--- src/rtl/block_scheduler_pkg.sv ---
// Shared types and helpers for the kernel block scheduler.
package gpu_sched_pkg;

    localparam int BLOCK_ID_W = 8;

    typedef enum logic [1:0] {K_IDLE, K_RUN, K_DONE} kernel_state_t;
    typedef enum logic       {C_IDLE, C_RUN}         core_state_t;

    // Widened to 9 bits so that 255 threads plus the rounding term cannot wrap.
    function automatic logic [BLOCK_ID_W-1:0] ceil_div_blocks(
        input logic [7:0]  threads,
        input int unsigned tpb_log2
    );
        logic [8:0] sum;
        sum = {1'b0, threads} + ((9'd1 << tpb_log2) - 9'd1);
        return BLOCK_ID_W'(sum >> tpb_log2);
    endfunction

endpackage

--- src/rtl/block_scheduler_if.sv ---
// Kernel launch handshake between the host-facing launch logic and the scheduler.
interface block_scheduler_if;
    import gpu_sched_pkg::*;

    logic                  launch_valid;
    logic                  launch_ready;
    logic [BLOCK_ID_W-1:0] launch_thread_count;

    modport master (output launch_valid, output launch_thread_count, input launch_ready);
    modport slave  (input launch_valid, input launch_thread_count, output launch_ready);

endinterface

--- src/rtl/block_scheduler_rr_arbiter.sv ---
// Combinational round-robin arbiter: grants the lowest request at or above ptr_i,
// wrapping to the lowest request overall when none lie above the pointer.
module rr_arbiter #(
    parameter  int N  = 2,
    localparam int PW = (N > 1) ? $clog2(N) : 1
) (
    input  logic [N-1:0]  req_i,
    input  logic [PW-1:0] ptr_i,
    output logic [N-1:0]  grant_o,
    output logic          valid_o
);

    logic [N-1:0] upper_mask;
    logic [N-1:0] masked;
    logic [N-1:0] pick;

    always_comb begin
        upper_mask = '0;
        for (int i = 0; i < N; i++) begin
            upper_mask[i] = (PW'(i) >= ptr_i);
        end
        masked  = req_i & upper_mask;
        pick    = (|masked) ? masked : req_i;
        grant_o = pick & (~pick + N'(1));
        valid_o = |req_i;
    end

endmodule

--- src/rtl/block_scheduler.sv ---
// Kernel block scheduler: splits a launched kernel into fixed-size blocks,
// dispatches them round-robin onto free cores and reports kernel completion.
//
//   state  | meaning
//   K_IDLE | no kernel in flight, launch accepted
//   K_RUN  | dispatching and retiring blocks, busy
//   K_DONE | every block retired, done held until the next launch
//   C_IDLE | core held in reset, eligible for a block
//   C_RUN  | core executing its dispatched block
module block_scheduler
    import gpu_sched_pkg::*;
#(
    parameter  int NUM_CORES         = 2,
    parameter  int THREADS_PER_BLOCK = 4,
    localparam int CW                = $clog2(THREADS_PER_BLOCK) + 1
) (
    input  logic                                 clk,
    input  logic                                 reset,
    block_scheduler_if.slave                     launch,
    input  logic                                 abort,
    input  logic [NUM_CORES-1:0]                 core_done,
    output logic [NUM_CORES-1:0]                 core_start,
    output logic [NUM_CORES-1:0]                 core_reset,
    output logic [NUM_CORES-1:0][BLOCK_ID_W-1:0] core_block_id,
    output logic [NUM_CORES-1:0][CW-1:0]         core_thread_count,
    output logic                                 busy,
    output logic                                 done
);

    localparam int PW       = (NUM_CORES > 1) ? $clog2(NUM_CORES) : 1;
    localparam int TPB_LOG2 = $clog2(THREADS_PER_BLOCK);

    kernel_state_t kstate_q, kstate_d;
    core_state_t   cstate_q [NUM_CORES];
    core_state_t   cstate_d [NUM_CORES];

    logic [BLOCK_ID_W-1:0] thread_count_q, thread_count_d;
    logic [BLOCK_ID_W-1:0] total_q, total_d;
    logic [BLOCK_ID_W-1:0] disp_q, disp_d;
    logic [BLOCK_ID_W-1:0] ndone_q, ndone_d;
    logic [PW-1:0]         rr_q, rr_d;
    logic [NUM_CORES-1:0][BLOCK_ID_W-1:0] bid_q, bid_d;
    logic [NUM_CORES-1:0][CW-1:0]         tcnt_q, tcnt_d;

    logic [NUM_CORES-1:0]  idle_vec, retire, grant;
    logic                  grant_valid, accept, all_idle;
    logic [BLOCK_ID_W-1:0] ret_cnt;
    logic [PW-1:0]         win;
    logic [CW-1:0]         block_threads;

    always_comb begin
        idle_vec = '0;
        retire   = '0;
        ret_cnt  = '0;
        for (int i = 0; i < NUM_CORES; i++) begin
            idle_vec[i] = (cstate_q[i] == C_IDLE);
            retire[i]   = (cstate_q[i] == C_RUN) && core_done[i];
            ret_cnt     = ret_cnt + BLOCK_ID_W'(retire[i]);
        end
    end

    rr_arbiter #(.N(NUM_CORES)) u_arb (
        .req_i   (idle_vec & ~retire),
        .ptr_i   (rr_q),
        .grant_o (grant),
        .valid_o (grant_valid)
    );

    always_comb begin
        win = '0;
        for (int i = 0; i < NUM_CORES; i++) begin
            if (grant[i]) win = PW'(i);
        end
    end

    assign all_idle            = &idle_vec;
    assign launch.launch_ready = (kstate_q != K_RUN);
    assign accept              = launch.launch_valid && launch.launch_ready;

    // Only the final block can be partial; its size is whatever threads remain.
    assign block_threads = (disp_q == total_q - BLOCK_ID_W'(1))
                         ? CW'(thread_count_q - (disp_q << TPB_LOG2))
                         : CW'(THREADS_PER_BLOCK);

    always_comb begin
        kstate_d       = kstate_q;
        cstate_d       = cstate_q;
        thread_count_d = thread_count_q;
        total_d        = total_q;
        disp_d         = disp_q;
        ndone_d        = ndone_q;
        rr_d           = rr_q;
        bid_d          = bid_q;
        tcnt_d         = tcnt_q;
        case (kstate_q)
            K_IDLE, K_DONE: begin
                if (accept) begin
                    kstate_d       = K_RUN;
                    thread_count_d = launch.launch_thread_count;
                    total_d        = ceil_div_blocks(launch.launch_thread_count, TPB_LOG2);
                    disp_d         = '0;
                    ndone_d        = '0;
                end
            end
            K_RUN: begin
                if (abort) begin
                    kstate_d = K_IDLE;
                    for (int i = 0; i < NUM_CORES; i++) cstate_d[i] = C_IDLE;
                end else begin
                    if ((ndone_q == total_q) && all_idle) kstate_d = K_DONE;
                    for (int i = 0; i < NUM_CORES; i++) begin
                        if (retire[i]) cstate_d[i] = C_IDLE;
                    end
                    ndone_d = ndone_q + ret_cnt;
                    if (grant_valid && (disp_q < total_q)) begin
                        for (int i = 0; i < NUM_CORES; i++) begin
                            if (grant[i]) begin
                                cstate_d[i] = C_RUN;
                                bid_d[i]    = disp_q;
                                tcnt_d[i]   = block_threads;
                            end
                        end
                        disp_d = disp_q + BLOCK_ID_W'(1);
                        rr_d   = (win == PW'(NUM_CORES - 1)) ? '0 : win + PW'(1);
                    end
                end
            end
            default: kstate_d = K_IDLE;
        endcase
    end

    always_ff @(posedge clk or negedge reset) begin
        if (!reset) begin
            kstate_q       <= K_IDLE;
            thread_count_q <= '0;
            total_q        <= '0;
            disp_q         <= '0;
            ndone_q        <= '0;
            rr_q           <= '0;
            bid_q          <= '0;
            for (int i = 0; i < NUM_CORES; i++) begin
                cstate_q[i] <= C_IDLE;
                tcnt_q[i]   <= CW'(THREADS_PER_BLOCK);
            end
        end else begin
            kstate_q       <= kstate_d;
            cstate_q       <= cstate_d;
            thread_count_q <= thread_count_d;
            total_q        <= total_d;
            disp_q         <= disp_d;
            ndone_q        <= ndone_d;
            rr_q           <= rr_d;
            bid_q          <= bid_d;
            tcnt_q         <= tcnt_d;
        end
    end

    always_comb begin
        core_start = '0;
        core_reset = '0;
        for (int i = 0; i < NUM_CORES; i++) begin
            core_start[i] = (cstate_q[i] == C_RUN);
            core_reset[i] = (cstate_q[i] == C_IDLE);
        end
    end

    assign core_block_id     = bid_q;
    assign core_thread_count = tcnt_q;
    assign busy              = (kstate_q == K_RUN);
    assign done              = (kstate_q == K_DONE);

endmodule
--- src/flat_wrapper.sv ---
// flat-port wrapper written by rule: the top's interface ports become plain ports
module block_scheduler_flat import gpu_sched_pkg::*;
#(
    parameter  int NUM_CORES         = 2,
    parameter  int THREADS_PER_BLOCK = 4,
    localparam int CW                = $clog2(THREADS_PER_BLOCK) + 1
)
  (clk, reset, abort, core_done, core_start, core_reset, core_block_id, core_thread_count, busy, done, launch_launch_valid, launch_launch_thread_count, launch_launch_ready);
  block_scheduler_if launch_i ();
  input  logic clk;
  input  logic reset;
  input  logic abort;
  input  logic [NUM_CORES-1:0] core_done;
  output logic [NUM_CORES-1:0] core_start;
  output logic [NUM_CORES-1:0] core_reset;
  output logic [NUM_CORES-1:0][BLOCK_ID_W-1:0] core_block_id;
  output logic [NUM_CORES-1:0][CW-1:0] core_thread_count;
  output logic busy;
  output logic done;
  input wire logic [$bits(launch_i.launch_valid)-1:0] launch_launch_valid;
  input wire logic [$bits(launch_i.launch_thread_count)-1:0] launch_launch_thread_count;
  output wire logic [$bits(launch_i.launch_ready)-1:0] launch_launch_ready;
  assign launch_i.launch_valid = launch_launch_valid;
  assign launch_i.launch_thread_count = launch_launch_thread_count;
  assign launch_launch_ready = launch_i.launch_ready;
  block_scheduler #(.NUM_CORES(NUM_CORES), .THREADS_PER_BLOCK(THREADS_PER_BLOCK)) u_core (.clk(clk), .reset(reset), .launch(launch_i), .abort(abort), .core_done(core_done), .core_start(core_start), .core_reset(core_reset), .core_block_id(core_block_id), .core_thread_count(core_thread_count), .busy(busy), .done(done));
endmodule
--- config.mk ---
export PLATFORM = sky130hd
export DESIGN_NAME = block_scheduler_flat
export DESIGN_NICKNAME = d
export VERILOG_FILES = /design/src/rtl/block_scheduler_pkg.sv /design/src/rtl/block_scheduler_if.sv /design/src/rtl/block_scheduler_rr_arbiter.sv /design/src/rtl/block_scheduler.sv /design/src/flat_wrapper.sv
export SDC_FILE = /design/constraint.sdc
export NUM_CORES = 1
export LEC_CHECK = 0
export CAP_MARGIN = 20
export CORE_MARGIN = 2
export CORE_UTILIZATION = 55
export DETAILED_ROUTE_END_ITERATION = 16
export PLACE_DENSITY_LB_ADDON = 0.15
export SYNTH_ARGS = -nofsm -noshare
export SYNTH_HDL_FRONTEND = slang
export SYNTH_SLANG_ARGS = --single-unit
--- constraint.sdc ---
create_clock -name clk -period 5.3 [get_ports clk]
set_input_delay 1.06 -clock clk [delete_from_list [all_inputs] [get_ports clk]]
set_output_delay 1.06 -clock clk [all_outputs]
set_load 0.02 [all_outputs]
[Yosys cells after proc, flatten, opt, wreduce, memory -nomap -nowiden]
Index checks and enable logic that the tools add are counted.
Storage, ports and cells
  output and inout port bits: 29
  RAM bits: 0
  latch bits: 0
  register bits: 53
  memories: 0
  ROM bits: 0
  input port bits: 14
  word-level logic and storage cells: 78
Operators by class
  reduce and logical (&&, ||, !) cells: 18
  add/sub/neg operators: 8
  div/mod/pow operators: 0
  $mul: 0
  shifts and indexed selects: 0
  order comparisons: 3
  bitwise logic cells: 8
  multiplexer cells: 20
  equality and inequality tests: 9
Operators with widths (number)
  8-bit two-way mux: 4
  8-bit one-hot mux with 2 select lines: 2
  2-bit two-way mux: 6
  4-bit AND reduction: 3
  8-bit by 2-bit adder with 9-bit output, second input constant: 1
  8-bit by 1-bit adder with 8-bit output, second input constant: 1
  8-bit adder: 1
  8-bit by 7-bit equality test with 1-bit output: 1
  8-bit equality test: 1
  8-bit by 7-bit < comparator with 1-bit output: 1
  7-bit by 1-bit subtractor with 8-bit output, second input constant: 1
  2-bit AND: 3
  1-bit two-way mux: 6
  2-bit by 1-bit inequality test with 1-bit output, second input constant: 3
  2-bit AND reduction: 3
  3-bit AND reduction: 2
  2-bit OR reduction: 3
  1-bit logical AND: 5
  2-bit NOT: 2
  2-bit one-hot mux with 2 select lines: 1
  3-bit two-way mux: 1
  3-bit by 2-bit inequality test with 1-bit output, second input constant: 1
  1-bit NOT: 3
  3-bit subtractor: 1
  9 further kinds: 10

[Logic depth before layout (Yosys ltp)]
  depth in word-level cells: 12
  depth in mapped cells: 8
  depth with buffers taken out: 8

[Modules after synthesis]
From an unflattened synthesis, not the netlist that was laid out.
Unflattened totals
  cell total of the unflattened synthesis: 297
  area total of the unflattened synthesis: 2924.1 sq um
By module, submodules not included
  block_scheduler: sequential area each 1328.8 sq um, cells an instance 293, times used 1, area an instance 2899.0 sq um
  rr_arbiter: sequential area each 0.0 sq um, cells an instance 4, times used 1, area an instance 25.0 sq um

[Worst setup path after synthesis]
Ideal clock, no wire load.
  path type: input to register
  from: in abort
  to: reg u_core.bid_q, in the netlist u_core.core_block_id[11]
  setup time: 0.125 ns
  arrival: 2.739 ns
  path buffers: 2
  setup slack: 2.436 ns
  data required time: 5.175 ns
  stages: 6
  path through: or3b_1 buf_2 or3_4 nor3_2 buf_4 mux2_2
Between the ends
  longest elaborated chain between the ends: 2
Ends and longest elaborated chain
  from (decl): RTL line flat_wrapper.sv:12  | input logic abort;
  1-bit NOT (no source line)
  4-bit AND reduction (no source line)
  to (signal assigned): RTL line block_scheduler.sv:153  | bid_q <= bid_d;
  to (decl): RTL line block_scheduler.sv:42  | logic [NUM_CORES-1:0][BLOCK_ID_W-1:0] bid_q, bid_d;
No other way between the ends.
A chain may end at the register's enable or synchronous reset.

[Worst setup path after layout]
  from: in abort
  to: reg u_core.bid_q, in the netlist u_core.core_block_id[2]
Same word-level chain as after synthesis.

==> summary by stage <==
Job
The tool flagged a number of max-cap violations equal to 0.

Finish
The layout has 437 filler cells. For this run, the post-layout net count is 355. The number of antenna diodes in the final layout is 0. Cells with a size suffix above 1 make up 8.81% of the layout.

With fillers left out, the area of the finished cells amounts to 3470 um2. Relative to the synthesized area, the layout overhead comes to 19.1%.

Global routing
The global-route total usage across every layer is 23.1%. The via count of the first global-routing pass was 2211. The initial antenna violation count is 0.

The global-route wire length before repair is 10.8 mm. The total grt overflow is 0. The maximum number of pins on one net before global-route repair is 54.

Logic synthesis
The post-synthesis async set-or-reset flop share is 100%. Summing the sequential cell areas from Yosys gives 45.6% of the chip area. The dominant combinational cell family by area after synthesis is simple AND/OR/NAND/NOR gates. Each instance of the synthesized netlist takes up on average 9.94 um2.

The dominant register cell in the synthesized netlist is sky130_fd_sc_hd__dfrtp_1. The post-synthesis share of cell area spent on full adders, half adders and majority gates is 5.84%. By area the synthesized netlist is led by sky130_fd_sc_hd__dfrtp_1, sky130_fd_sc_hd__mux2_2, sky130_fd_sc_hd__ha_1. During synthesis, Yosys emitted a total of 0 warnings. The post-synthesis share of cell area spent on xor and xnor gates is 7.82%. The synthesized design contains 0 enable-type register cells. Of the total synthesized cell area, the portion taken by AND, OR, NAND and NOR gates is 19.1%. The netlist uses 47 different library cells. Summing every instance area after synthesis gives 2910 um2. The synthesized design contains 53 register bits.

Summed over all instances, the cell type with the most area after synthesis is sky130_fd_sc_hd__dfrtp_1. The cell count after synthesis is 293. The number of nets in the synthesized netlist is 320. The fraction of synthesized cell area taken by the top area cell type is 43.8%. The synthesized netlist devotes 10.3% of its cell area to compound gates. The multiplexer area fraction after synthesis is 6.44%.

Clock tree
The post-CTS repair timing setup buffer count is 0. The clock sink count is 53. Clock tree synthesis selected as its root buffer the cell sky130_fd_sc_hd__clkbuf_8. The H-tree generated during clock tree synthesis spans 2 levels. The number of buffers created by CTS is 5. After clock tree synthesis, the clock-pin slew on the worst setup and hold paths is 100 ps. At the later pin of the worst-skew pair, clock insertion delay measures 310 ps. No sink is reached through more buffers than the 2 on the longest clock path. The number of hold buffers added after cts is 0. TritonCTS built the clock tree.

The number of gates resized after CTS was 0.

Floorplanning
The area enclosed by the die boundary is 5890 um2. The horizontal die dimension is 76.8 um. The placement row count is 26. The starting utilization of the core area is 57.0%. The floorplan step set the die height to 76.8 um. During I/O placement, the number of pins put on the boundary was 43. The area of the core region is 5110 um2.

STA
Setup slack closes at 1830 ps. In the final timing run, aggregate negative setup slack is 0 ps. Setup violations remaining at the end of the flow were counted as 0. The hold violation count in the final report is 0. The number of slew-limit violations in the final report is 0. The worst path in the final design needs a cycle of 3470 ps, including I/O delays and setup. In this run the tightest slew margin relative to its limit is 30.6%. Setup repair after global routing left no endpoint under its margin. The final clock period utilization by the worst path is 65.5%. Based on the critical path, the design can be clocked at up to 288 MHz. At the pin with the least slew margin, the transition time is 1040 ps. The clock skew after layout is 4.56 ps.

Critical path
The cell family contributing the most delay on the critical path is simple AND/OR/NAND/NOR gates. Data on the critical path is required at its endpoint by 5510 ps. The kind of capture point of the worst setup path is a register. The buffering stage count on the worst path with inverters included is 1.

The largest incremental delay on the critical path is 760 ps. The worst setup path is of the in -> reg kind. STA classifies the critical path startpoint as an input port.

The slowest stage of the critical path belongs to the cell sky130_fd_sc_hd__nor3_2. Traced cell by cell, the critical path runs through clkdlybuf4s50_1, or3b_1, or3_4, nor3_2, mux2_2. For the worst setup path, the data arrival time is 3680 ps. The highest net fanout along the worst path is 13.

Power
Overall power consumption after layout is estimated at 1.43 mW. The total leakage power is 1.54 nW. For this design the ratio of total power to cell area is 412 nW/um2.

The worst-case IR drop observed on VDD is 0.187 mV.

Detailed routing
Dividing the detail-routed wire length by the instance count gives 15.6 um. The DRC violations left is 0. For this run, the detailed router's first-pass iteration total came to 6. The ratio of routed vias to standard cells is 5.65. The first routing iteration left 122 violations. Summed over all layers, the routed wires come to 6.22 mm. The post-detailed-route count of antenna-violating nets is 0.

For this block, the via count after detailed routing is 2256.

Placed design
The estimated wirelength of the detail-placed design is 4.38 mm. The number of input and output port buffers inserted is 42. The congestion estimate from routability-driven global placement came to 0.834.

The minimum setup slack after placement is 1530 ps. After detailed placement, the total cell area comes to 3360 um2.

Min path
The type of the worst min-delay path is reg -> reg.

Outcome
The run finished with clean final reports.
-- synth_stat cells (7+ instances only) --
master	n
sky130_fd_sc_hd__a21oi_1	8
sky130_fd_sc_hd__clkbuf_1	12
sky130_fd_sc_hd__dfrtp_1	51
sky130_fd_sc_hd__ha_1	12
sky130_fd_sc_hd__inv_1	18
sky130_fd_sc_hd__mux2_2	14
sky130_fd_sc_hd__nand2_1	30
sky130_fd_sc_hd__nand3_1	9
sky130_fd_sc_hd__nand4_1	12
sky130_fd_sc_hd__nor2_1	13
sky130_fd_sc_hd__nor4_1	7
sky130_fd_sc_hd__o21ai_0	14
sky130_fd_sc_hd__xnor2_1	16
sky130_fd_sc_hd__xor2_1	10
-- worst min-delay path, cell delays in order, from the launching register on --
cell and delay (ps):
sky130_fd_sc_hd__dfrtp_1 370, sky130_fd_sc_hd__nand2_1 50, sky130_fd_sc_hd__nand2_1 60
-- cells by family (layout without fill, tap and decap cells) --
family          Yosys count  after routing
buf+inv                  34             70
xor+xnor                 26             26
compound gates           46             46
flops                    53             53
mux                      17             17
simple gates            104            104
fa+ha+maj                13             13
-- sequential cells by signal, summed over array words and instances, names as in the netlist --
register,cells
u_core.core_start,2
u_core.ndone_q,8
u_core.kstate_q,2
u_core.rr_q,1
u_core.disp_q,8
u_core.core_block_id,16
u_core.thread_count_q,3
u_core.core_thread_count,6
u_core.total_q,7
-- report_power, final --
group | switching (mW) | internal [mW]
sequential | 0.100 | 0.488
combinational | 0.303 | 0.258
clock | 0.139 | 0.142
total | 0.542 | 0.888
-- metrics by stage --
stage	util, %	hold slack (ps)	instances
final	67.9	511	399
after global routing	67.9	536	399
after CTS	67.9	512	399
after detailed placement	65.7	487	391
after global placement	65.7	483	391
after floorplan	-	465	293
-- layout by cell type, fill, tap and decap left out, drive strengths merged, types with 6 or more instances in the layout --
master         count
inv               18
nor3               7
nor2              13
nand3              9
clkbuf             6
ha                12
o21ai             14
nand2             30
nand4             12
xnor2             16
nor4               7
xor2              10
clkdlybuf4s50     41
dfrtp             51
a21oi              8
mux2              14
-- final timing paths --
| path | from | end | slack [ps] | cells after the start |
|---|---|---|---|---|
| max | abort | u_core.core_block_id[2] | 1830 | 5 |
| min | u_core.thread_count_q[2] | u_core.thread_count_q[2] | 510 | 2 |
| max reg2reg | u_core.total_q[6] | u_core.core_block_id[2] | 2210 | 7 |
| min reg2reg | u_core.thread_count_q[2] | u_core.thread_count_q[2] | 510 | 2 |
| max in group asynchronous | reset | u_core.core_block_id[9] | 4000 | 2 |
| min in group asynchronous | reset | u_core.kstate_q[1] | 840 | 2 |
-- metal layers --
layer	vias to the layer above	global-route usage [%]	part of all wire (%)
met1	1087	32.1	45
li1	1098	-	-
met3	8	4.24	5.8
met2	63	36.5	47
met5	-	0	0
met4	0	8.36	1.7
-- layout make-up --
class / instances / area [um2] / area share, %
Sequential cell: 53 / 1330 / 38.3
Clock inverter: 2 / 38.8 / 1.12
Multi-Input combinational cell: 206 / 1440 / 41.6
Inverter: 18 / 67.6 / 1.95
Tap cell: 70 / 87.6 / 2.53
Clock buffer: 6 / 72.6 / 2.09
Timing Repair Buffer: 44 / 430 / 12.4
Note: power is estimated with default switching activity, not from simulation.
